File: src/rtl/bcd_rtc_counter.sv
// rtl/bcd_rtc_counter.sv - BCD real-time clock counter with prescaler, set mode and optional alarm
//
// Purpose: divides clk by CLK_DIV into one-second ticks and keeps HH:MM:SS in
// packed BCD, in 24-hour (H24=1) or 12-hour with pm flag (H24=0) form.
// With run=0 the prescaler is held at 0 and inc steps the field picked by
// set_sel, with wrap and no carry.
// Optional feature: define BCD_RTC_ALARM_EN to build the HH:MM (+pm) alarm.
//
// Ports:
//   clk        system clock, rising edge
//   rst        synchronous active-high reset
//   run        1 = count time, 0 = set mode
//   set_sel    field for set mode: 0 sec, 1 min, 2 hour, 3 none
//   inc        increment request for the selected field (set mode only)
//   alarm_wr   load alarm_bcd / alarm_pm into the alarm register
//   alarm_bcd  alarm {HH,MM} packed BCD
//   alarm_pm   alarm pm flag (12-hour mode only)
//   time_bcd   {HH,MM,SS} packed BCD
//   pm         pm flag, 0 in 24-hour mode
//   sec_pulse  one-cycle strobe with each tick-advanced time_bcd
//   alarm_hit  one-cycle strobe when a tick reaches HH:MM:00 equal to the alarm

module bcd_rtc_counter #(
   parameter int unsigned CLK_DIV = 100_000_000,
   parameter bit          H24     = 1'b1
) (
   input  logic        clk,
   input  logic        rst,
   input  logic        run,
   input  logic [1:0]  set_sel,
   input  logic        inc,
   input  logic        alarm_wr,
   input  logic [15:0] alarm_bcd,
   input  logic        alarm_pm,
   output logic [23:0] time_bcd,
   output logic        pm,
   output logic        sec_pulse,
   output logic        alarm_hit
);

   localparam logic [31:0] PRESC_LAST = 32'(CLK_DIV - 1);

   logic [31:0] presc;
   logic        tick;
   logic [7:0]  sec, min, hr;
   logic [7:0]  sec_n, min_n, hr_n;
   logic        pm_n;

   // 00..59 BCD increment with wrap
   function automatic logic [7:0] inc_sixty(input logic [7:0] v);
      if (v[3:0] == 4'd9) begin
         if (v[7:4] == 4'd5) return 8'h00;
         return {v[7:4] + 4'd1, 4'd0};
      end
      return {v[7:4], v[3:0] + 4'd1};
   endfunction

   // 00..23 or 01..12 BCD increment with wrap
   function automatic logic [7:0] inc_hour(input logic [7:0] v);
      if (H24) begin
         if (v == 8'h23) return 8'h00;
      end else begin
         if (v == 8'h12) return 8'h01;
      end
      if (v[3:0] == 4'd9) return {v[7:4] + 4'd1, 4'd0};
      return {v[7:4], v[3:0] + 4'd1};
   endfunction

   assign tick     = run && (presc == PRESC_LAST);
   assign time_bcd = {hr, min, sec};

   // Next time value: a tick ripples carries through all fields in one cycle,
   // a set-mode edit touches only the selected field.
   always_comb begin
      sec_n = sec;
      min_n = min;
      hr_n  = hr;
      pm_n  = pm;
      if (tick) begin
         sec_n = inc_sixty(sec);
         if (sec == 8'h59) begin
            min_n = inc_sixty(min);
            if (min == 8'h59) begin
               hr_n = inc_hour(hr);
               if (!H24 && hr == 8'h11) pm_n = ~pm;
            end
         end
      end else if (!run && inc) begin
         case (set_sel)
            2'd0: sec_n = inc_sixty(sec);
            2'd1: min_n = inc_sixty(min);
            2'd2: begin
               hr_n = inc_hour(hr);
               if (!H24 && hr == 8'h11) pm_n = ~pm;
            end
            default: ;
         endcase
      end
   end

   always_ff @(posedge clk) begin
      if (rst) begin
         presc     <= '0;
         sec       <= 8'h00;
         min       <= 8'h00;
         hr        <= H24 ? 8'h00 : 8'h12;
         pm        <= 1'b0;
         sec_pulse <= 1'b0;
      end else begin
         presc     <= (run && !tick) ? presc + 32'd1 : 32'd0;
         sec       <= sec_n;
         min       <= min_n;
         hr        <= hr_n;
         pm        <= pm_n;
         sec_pulse <= tick;
      end
   end

`ifdef BCD_RTC_ALARM_EN
   logic [15:0] alarm_reg;
   logic        alarm_pm_reg;
   logic        alarm_match;

   // Compared against the stored value, so a same-cycle alarm_wr takes
   // effect only from the next tick on.
   assign alarm_match = ({hr_n, min_n} == alarm_reg) && (sec_n == 8'h00) &&
                        (H24 || (pm_n == alarm_pm_reg));

   always_ff @(posedge clk) begin
      if (rst) begin
         alarm_reg    <= 16'h0000;
         alarm_pm_reg <= 1'b0;
         alarm_hit    <= 1'b0;
      end else begin
         alarm_hit <= tick && alarm_match;
         if (alarm_wr) begin
            alarm_reg    <= alarm_bcd;
            alarm_pm_reg <= alarm_pm;
         end
      end
   end
`else
   logic unused_alarm;
   assign unused_alarm = ^{alarm_wr, alarm_bcd, alarm_pm};
   assign alarm_hit    = 1'b0;
`endif

endmodule

File: config.mk
export PLATFORM = sky130hd
export DESIGN_NAME = bcd_rtc_counter
export DESIGN_NICKNAME = d
export VERILOG_FILES = /design/src/rtl/bcd_rtc_counter.sv
export SDC_FILE = /design/constraint.sdc
export NUM_CORES = 1
export LEC_CHECK = 0
export BUFFER_PORTS_ARGS = -buffer_cell sky130_fd_sc_hd__buf_2
export CAP_MARGIN = 40
export CORE_MARGIN = 2
export CORE_UTILIZATION = 30
export CTS_BUF_LIST = sky130_fd_sc_hd__clkbuf_8
export DETAILED_ROUTE_END_ITERATION = 10
export PLACE_DENSITY = 0.54
export SYNTH_ARGS = -nofsm -noshare
export SYNTH_HDL_FRONTEND = slang
export SYNTH_SLANG_ARGS = --single-unit
File: constraint.sdc
create_clock -name clk -period 2.5 [get_ports clk]
set_clock_uncertainty 0.15 [all_clocks]
set_input_delay 0.375 -clock clk [delete_from_list [all_inputs] [get_ports clk]]
set_output_delay 0.375 -clock clk [all_outputs]
set_load 0.1 [all_outputs]
==> impl_metrics.ini, run 1 <==
[outcome]
status = finished, final reports clean

[pwr]
ir_drop_mv = 0.152
p_int_uw = 1300
leakage_uw = 0.00131
powerDensity_nw_per_um2 = 490
switching_share_pct = 24.4
power_frac_comb_pct = 4.0
pwr-share-clk_pct = 42.5
pwr-share-seq_pct = 53.4
switching_power_uw = 418

[sta]
setup-tns-final_ns = 0
period_share_pct = 92.8
slew_violations = 0
relSlewSlack_pct = 65.0
setup_violations = 0
rsz0062_at_grt = false
finalHoldViolations = 0
clock.fmax_mhz = 431
worstMarginPinSlew_ns = 0.521
period_needed_ns = 2.32
fin_hold_ws_ns = 0.204

[critical_path]
path_cells = ha_2, and4_4, nand3_4, nor4_4, o22ai_1, buf_4, or4_1, a21oi_1
critPathMaxStageDelay_ns = 0.46
startpoint_type = flip-flop
r2r_start = presc[1]$_SDFF_PP0_
r2r-end = hr[6]$_SDFFE_PP0P_
cp.required_ns = 2.63
crit_end = hr[6]$_SDFFE_PP0P_
reg2reg_depth = 8
crit_cells = 8
reg2reg_slack_ns = 0.18
critical_path.top_delay_family = simple AND/OR/NAND/NOR gates
crit_path_max_fanout = 12
slowest_stage = or4_1
endpoint_kind = flip-flop
crit_type = reg2reg
worstSetupStartpoint = presc[1]$_SDFF_PP0_
cp.buffers_inverters = 1
worstPathArrival_ns = 2.45

[clock_tree]
root_buffer = clkbuf_8
hold_buffers = 0
clkLatencyLatePin_ns = 0.34
cts.sinks = 57
max-clock-path-buffers = 2
htreeDepth = 3
clk_pin_slew_ns = 0.07
cts_tree = built
cts_inserted_buffers = 9

[job]
maxCapViolCount = 0

[die]
die_x_um = 102
die-area_um2 = 10500
pin_count = 51
start_util_pct = 31.2
die-height_um = 102
num_rows = 35
core_um2 = 9330

[layout]
final_cell_mix = nor2_1 (51), dfxtp_1 (47), buf_2 (30)
layout.cells.non_filler = 512
fillers = 953
final_common_cell = nor2_1
antenna_cells = 0
nNetsFinal = 412
final_layout_size_suffix_gt1_share_pct = 23.8
areaGrowthSynthToFinish_pct = 20.2

[place]
dp_cells = 496
post-dp-hpwl_um = 4280
gp_congestion = 0.783
portBuffers = 30

[detailed_routing]
vias = 2388
routed_wl_um = 6060
drt_iter0_drc = 88
wl_met2_um = 2690
routedLengthMet1_um = 3040
routed.top_layer = met4
wl_met3_um = 240
post_drt_wl_per_cell_um = 11.8
firstDrtPassIters = 4
drcViolationCount = 0
ant_nets = 0
viasPerCell = 4.66

[synthesis]
ys.flop_type = dfxtp_1
ys_top_cells_by_area = dfxtp_1 (39%), nor2_1 (6.6%), xor2_1 (5.4%)
ys_warn_count = 0
async_flop_share_pct = 0
yosys.area.top_type_share_pct = 39.2
synth-edff-count = 0
yosysSeqAreaShare_pct = 39.2
syn_area_um2 = 2910
netlist_instances = 332
yosysUniqueCellTypes = 54
avgSynthCellArea_um2 = 8.77
yosys_register_bits = 57
synth_top_cell_by_area = dfxtp_1

[global_route]
grt_use_total_pct = 12.5
grt_max_degree = 33
grt_overflow = 0
grt_pass1_vias = 2273
grt_pass1_wl_um = 10400
antenna_found_initial = 0

[min_path]
hold_path_class = in2reg
[per-stage QoR]
| stage | utilization [%] | setup WS (ns) | instance area, µm² | power, µW |
|---|---|---|---|---|
| floorplan | - | 0.00170 | 2920 | 989 |
| global placement | 35.1 | 0.0838 | 3270 | 1000 |
| detailed placement | 35.1 | 0.0703 | 3270 | 1000 |
| CTS | 36.8 | 0.0468 | 3430 | 1740 |
| global route | 37.5 | 0.00467 | 3500 | 1790 |
| finish | 37.5 | 0.180 | 3500 | 1710 |
[Yosys cell counts (3+ instances only)]
library cell and n:
nand4_1 12, nor4_1 4, xor2_1 18, nand2_1 26, nor2b_1 6, nor3_1 6, a21oi_1 14, inv_1 12
nor2_1 51, or3_1 9, and3b_1 3, dfxtp_1 57, o21ai_0 8, clkbuf_1 4, and2_1 4, and3_1 6
xnor2_1 15, ha_1 9, buf_4 4, nand3_1 22, or4_1 4
[area by class of cell]
type / instances / area [µm²] / area share (%)
inverters: 12 / 45.0 / 1.29
multi-input cells: 254 / 1710 / 49.0
well taps: 129 / 161 / 4.62
clock buffers: 10 / 138 / 3.94
repair buffers: 45 / 263 / 7.51
clock inverters: 5 / 23.8 / 0.680
flip-flops and latches: 57 / 1150 / 33.0
[repair_timing]
| item | CTS | global route |
|---|---|---|
| setup buffers | 0 | 1 |
| setup endpoints to repair | 0 | 9 |
| resized for setup | 0 | 12 |
[power by group through the flow]
| stage | Sequential (µW) | Clock [µW] | Combinational [µW] |
|---|---|---|---|
| floorplan | 949 | 0 | 39.8 |
| global placement | 935 | 0 | 69.4 |
| detailed placement | 936 | 0 | 69.1 |
| CTS | 915 | 758 | 69.4 |
| global route | 916 | 795 | 74.6 |
| finish | 916 | 729 | 68.9 |
[sequential cells by signal, summed over array words and instances (netlist names)]
| name | cells |
|---|---|
| sec | 8 |
| presc | 32 |
| hr | 8 |
| sec_pulse | 1 |
| min | 8 |
[worst register-to-register path, delay by kind of cell (launching register included)]
family	cells	cell delay [ns]
buffers and inverters	1	0.18
AOI/OAI and AO/OA	2	0.25
adders and majority gates	1	0.19
and+or+nand+nor	4	1.15
DFF	1	0.35
[worst min path at each step]
stage	startpoint	to	slack (ns)	depth (start not counted)
after floorplan	presc[0]$_SDFF_PP0_	presc[0]$_SDFF_PP0_	0.28	1
after global placement	presc[0]$_SDFF_PP0_	presc[0]$_SDFF_PP0_	0.29	1
after detailed placement	presc[0]$_SDFF_PP0_	presc[0]$_SDFF_PP0_	0.31	1
after CTS	run	sec_pulse$_SDFF_PP0_	0.19	3
after global routing	run	sec_pulse$_SDFF_PP0_	0.21	3
final	run	sec_pulse$_SDFF_PP0_	0.20	3
[metal layers]
layer  global-route usage [%]  vias up
li1                         -     1248
met1                     16.5     1095
met2                     19.0       35
met3                     3.19       10
met4                     6.15        0
met5                        0        -
[cells by family (layout without fill, tap and decap cells)]
| kind of cell | count (synthesis) | count (layout) | synth area share [%] |
|---|---|---|---|
| AOI/OAI and AO/OA | 35 | 35 | 8.38 |
| xor gates and xnor gates | 33 | 33 | 9.93 |
| adders and majority gates | 9 | 9 | 3.87 |
| buffers and inverters | 22 | 72 | 3.83 |
| DFF | 57 | 57 | 39.2 |
| muxes | 1 | 1 | 0.344 |
| other | 1 | 2 | 0.129 |
| and+or+nand+nor | 174 | 174 | 34.3 |
Note: power is estimated with default switching activity, not from simulation.
==> inputs of run 2 (changes only) <==
PLACE_DENSITY = 0.51   (was 0.54)
==> impl_metrics.ini, run 2 (synthesis results as in run 1) <==
[global_route]
grt_pass1_vias = 2266
grt_overflow = 0
grt-busiest-layer = met2
grt_use_total_pct = 12.6
grt_use_met2_pct = 20.6
grt_max_degree = 24
met1_usage_pct = 15.3
grt_pass1_wl_um = 10400
antenna_found_initial = 0
use_met3_pct = 2.92

[clock_tree]
clkLatencyLatePin_ns = 0.34
cts.sinks = 57
root_buffer = clkbuf_8
cts_inserted_buffers = 9
max-clock-path-buffers = 2
clk_pin_slew_ns = 0.07
htreeDepth = 3
cts_tree = built

[sta]
setup_violations = 0
rsz0062_at_grt = true
finalHoldViolations = 0
relSlewSlack_pct = 64.1
setup-tns-final_ns = 0
worstMarginPinSlew_ns = 0.535
clock.fmax_mhz = 427
period_needed_ns = 2.34
period_share_pct = 93.8
slew_violations = 0

[place]
gp_congestion = 0.761
place_area_um2 = 3280
portBuffers = 30
post-dp-hpwl_um = 4400

[pwr]
ir_drop_mv = 0.250
powerDensity_nw_per_um2 = 537
leakage_uw = 0.00131

[detailed_routing]
routed_wl_um = 6100
firstDrtPassIters = 4
ant_nets = 0
drcViolationCount = 0
drt_iter0_drc = 42
vias = 2413
post_drt_wl_per_cell_um = 11.9
viasPerCell = 4.70

[layout]
largest-register = presc
stdcell_area_um2 = 3520
fillers = 961
final_layout_size_suffix_gt1_share_pct = 22.4
areaGrowthSynthToFinish_pct = 20.9
antenna_cells = 0
largest_reg_flops = 32
nNetsFinal = 412
final_common_cell = nor2_1
final_cell_mix = nor2_1 (51), dfxtp_1 (50), buf_2 (30)
finalCoreUtilization_pct = 37.7

[critical_path]
crit_end = hr[2]$_SDFFE_PP0P_
crit_path_max_fanout = 12
reg2reg_slack_ns = 0.16
startpoint_type = flip-flop
r2r_start = sec[5]$_SDFFE_PP0P_
crit_type = reg2reg
worstSetupStartpoint = sec[5]$_SDFFE_PP0P_
cp.required_ns = 2.62
worstPathArrival_ns = 2.46
endpoint_kind = flip-flop
r2r-end = hr[2]$_SDFFE_PP0P_
reg2reg_depth = 9

[die]
die-area_um2 = 10500
pin_count = 51
die_x_um = 102
core_um2 = 9330
num_rows = 35
die-height_um = 102
start_util_pct = 31.2

[outcome]
status = finished, final reports clean

[min_path]
hp-start = run
hold_path_class = in2reg

[job]
maxCapViolCount = 0
[run 2: repair_timing]
| item | 4_1_cts | 5_1_grt |
|---|---|---|
| gates resized for setup | 0 | 5 |
| setup buffers | 0 | 0 |
| endpoints found under the setup margin | 0 | 7 |
| hold buffers | 0 | 0 |
| endpoints found under the hold margin | 0 | 0 |
[run 2: area by class of cell]
class                           count  area [µm²]  area share, %
Clock buffer                       12         165           4.70
Inverter                           12        45.0           1.28
Sequential cell                    57        1150           32.7
Tap cell                          129         161           4.59
Multi-Input combinational cell    254        1690           48.1
Timing Repair Buffer               45         263           7.47
Clock inverter                      4        42.5           1.21
[run 2: how the worst min path moves through the flow]
stage	cells past startpoint	endpoint	slack (ns)
2_1_floorplan	1	presc[0]$_SDFF_PP0_	0.28
3_3_place_gp	1	presc[0]$_SDFF_PP0_	0.29
3_5_place_dp	1	presc[0]$_SDFF_PP0_	0.31
4_1_cts	3	sec_pulse$_SDFF_PP0_	0.20
5_1_grt	3	sec_pulse$_SDFF_PP0_	0.23
6_report	3	sec_pulse$_SDFF_PP0_	0.20
[run 2: layer usage]
layer / wire (µm) / vias up
li1: - / 1254
met5: 0 / -
met2: 2740 / 31
met3: 215 / 10
met4: 128 / 0
met1: 3010 / 1118
[run 2: report_power, final]
part / total, µW / internal (µW) / switching, µW
Combinational: 70.3 / 15.1 / 55.2
Sequential: 915 / 912 / 3.76
Clock: 903 / 533 / 370
[run 2: critical path, cell delays in order (launching register included)]
cell     delay, ns
dfxtp_1       0.35
inv_1         0.07
ha_1          0.16
and3b_2       0.25
nand3_2       0.10
nor4_4        0.32
o22ai_1       0.10
buf_4         0.18
or4_1         0.47
a21oi_1       0.12
[run 2: through the flow]
stage          std cells  worst slack (ns)  power, µW  hold WS [ns]
2_1_floorplan        333           0.00170        989         0.276
3_3_place_gp         497            0.0945       1010         0.291
3_5_place_dp         497            0.0862       1010         0.307
4_1_cts              513            0.0852       1920         0.205
5_1_grt              513           0.00262       1960         0.235
6_report             513             0.156       1890         0.204
==> inputs of run 3 (changes only) <==
PLACE_DENSITY = unset   (was 0.51)
PLACE_DENSITY_LB_ADDON = 0.05   (was unset)
SLEW_MARGIN = 30   (was unset)
==> impl_metrics.ini, run 3 (synthesis results as in run 1) <==
[global_route]
grt_pass1_wl_um = 10900
grt_overflow = 0
grt_pass1_vias = 2289
grt_max_degree = 24
grt_use_total_pct = 13.3
antenna_found_initial = 0

[die]
core_um2 = 9330
die-area_um2 = 10500
start_util_pct = 31.2
num_rows = 35
die-height_um = 102
die_x_um = 102
pin_count = 51

[clock_tree]
htreeDepth = 3
cts.sinks = 57
cts.repair.resized = 0
cts_tree = built
cts_inserted_buffers = 9
hold_buffers = 0
root_buffer = clkbuf_8
clk_pin_slew_ns = 0.07
clkLatencyLatePin_ns = 0.33
max-clock-path-buffers = 2
post-cts-setup-buffers = 0

[layout]
areaGrowthSynthToFinish_pct = 20.9
antenna_cells = 0
largest_reg_flops = 32
nNetsFinal = 415
final_cell_mix = nor2_1 (51), dfxtp_1 (50), buf_2 (30)
largest-register = presc
final_common_cell = nor2_1
stdcell_area_um2 = 3520
final_layout_size_suffix_gt1_share_pct = 22.7

[critical_path]
worstPathArrival_ns = 2.48
crit_type = reg2reg
cp.required_ns = 2.62
r2r_start = presc[1]$_SDFF_PP0_
startpoint_type = flip-flop
crit_path_max_fanout = 12
r2r-end = hr[6]$_SDFFE_PP0P_
endpoint_kind = flip-flop
reg2reg_depth = 8
reg2reg_slack_ns = 0.14

[pwr]
powerDensity_nw_per_um2 = 517
ir_drop_mv = 0.180
leakage_uw = 0.00132

[sta]
period_share_pct = 94.5
rsz0062_at_grt = false
finalHoldViolations = 0
clock.fmax_mhz = 423
setup-tns-final_ns = 0
period_needed_ns = 2.36
setup_violations = 0
slew_violations = 0

[detailed_routing]
viasPerCell = 4.67
vias = 2412
routed_wl_um = 6330
ant_nets = 0
post_drt_wl_per_cell_um = 12.3
firstDrtPassIters = 4
drt_iter0_drc = 62
drcViolationCount = 0

[min_path]
hp-start = run
hold_path_class = in2reg
hold_path_end = sec_pulse$_SDFF_PP0_
min_delay_path_depth = 3

[outcome]
status = finished, final reports clean

[place]
place_area_um2 = 3300
post-dp-hpwl_um = 4570
portBuffers = 30
gp_congestion = 0.735

[job]
maxCapViolCount = 0
## run 3: cell types whose count changed in the layout (fill, tap and decap cells not counted)
cell       change
buf_4          +3
and3b_1        +1
and3b_2        -1
bufinv_16      -1
clkbuf_8       +1
clkinv_2       +1
inv_1          -1
nand3_1        +1
nand3_2        -1
## run 3: cell type report
| type | count | area (µm²) |
|---|---|---|
| Multi-Input combinational cell | 254 | 1680 |
| Tap cell | 129 | 161 |
| Fill cell | 993 | 5810 |
| Clock inverter | 3 | 13.8 |
| Clock buffer | 13 | 179 |
| Timing Repair Buffer | 48 | 285 |
| Inverter | 12 | 45.0 |
| Sequential cell | 57 | 1150 |
## run 3: worst max-delay path by stage
stage	depth (start not counted)	slack, ns	startpoint	endpoint
6_report	8	0.14	presc[1]$_SDFF_PP0_	hr[6]$_SDFFE_PP0P_
5_1_grt	8	0.006	presc[1]$_SDFF_PP0_	hr[6]$_SDFFE_PP0P_
4_1_cts	8	0.04	presc[1]$_SDFF_PP0_	hr[6]$_SDFFE_PP0P_
3_5_place_dp	8	0.05	presc[1]$_SDFF_PP0_	hr[6]$_SDFFE_PP0P_
3_3_place_gp	8	0.08	presc[1]$_SDFF_PP0_	hr[6]$_SDFFE_PP0P_
2_1_floorplan	9	0.002	min[5]$_SDFFE_PP0P_	hr[7]$_SDFFE_PP0P_
## run 3: routing by layer
layer,part of all wire (%),track usage (%)
met2,45,20.6
met3,3.1,4.54
met4,0.92,4.62
met5,0,0
met1,51,17.2
## run 3: critical path, stage by stage (launching register included)
cell	delay [ns]
dfxtp_1	0.34
ha_1	0.17
and4_4	0.28
nand3_4	0.13
nor4_4	0.32
o22ai_1	0.11
buf_4	0.18
or4_1	0.46
a21oi_1	0.14
## run 3: power breakdown
group	internal [µW]	total [µW]	switching (µW)
combinational	16.1	72.2	56.1
clock	461	831	370
sequential	911	915	3.29
## run 3: through the flow
step           total power, µW  util [%]  cells  worst slack (ns)  hold WS (ns)
2_1_floorplan              989         -    333           0.00170         0.276
3_3_place_gp              1010      35.4    500            0.0835         0.329
3_5_place_dp              1010      35.4    500            0.0525         0.343
4_1_cts                   1860      37.5    516            0.0360         0.179
5_1_grt                   1910      37.7    516           0.00561         0.178
6_report                  1820      37.7    516             0.136         0.197
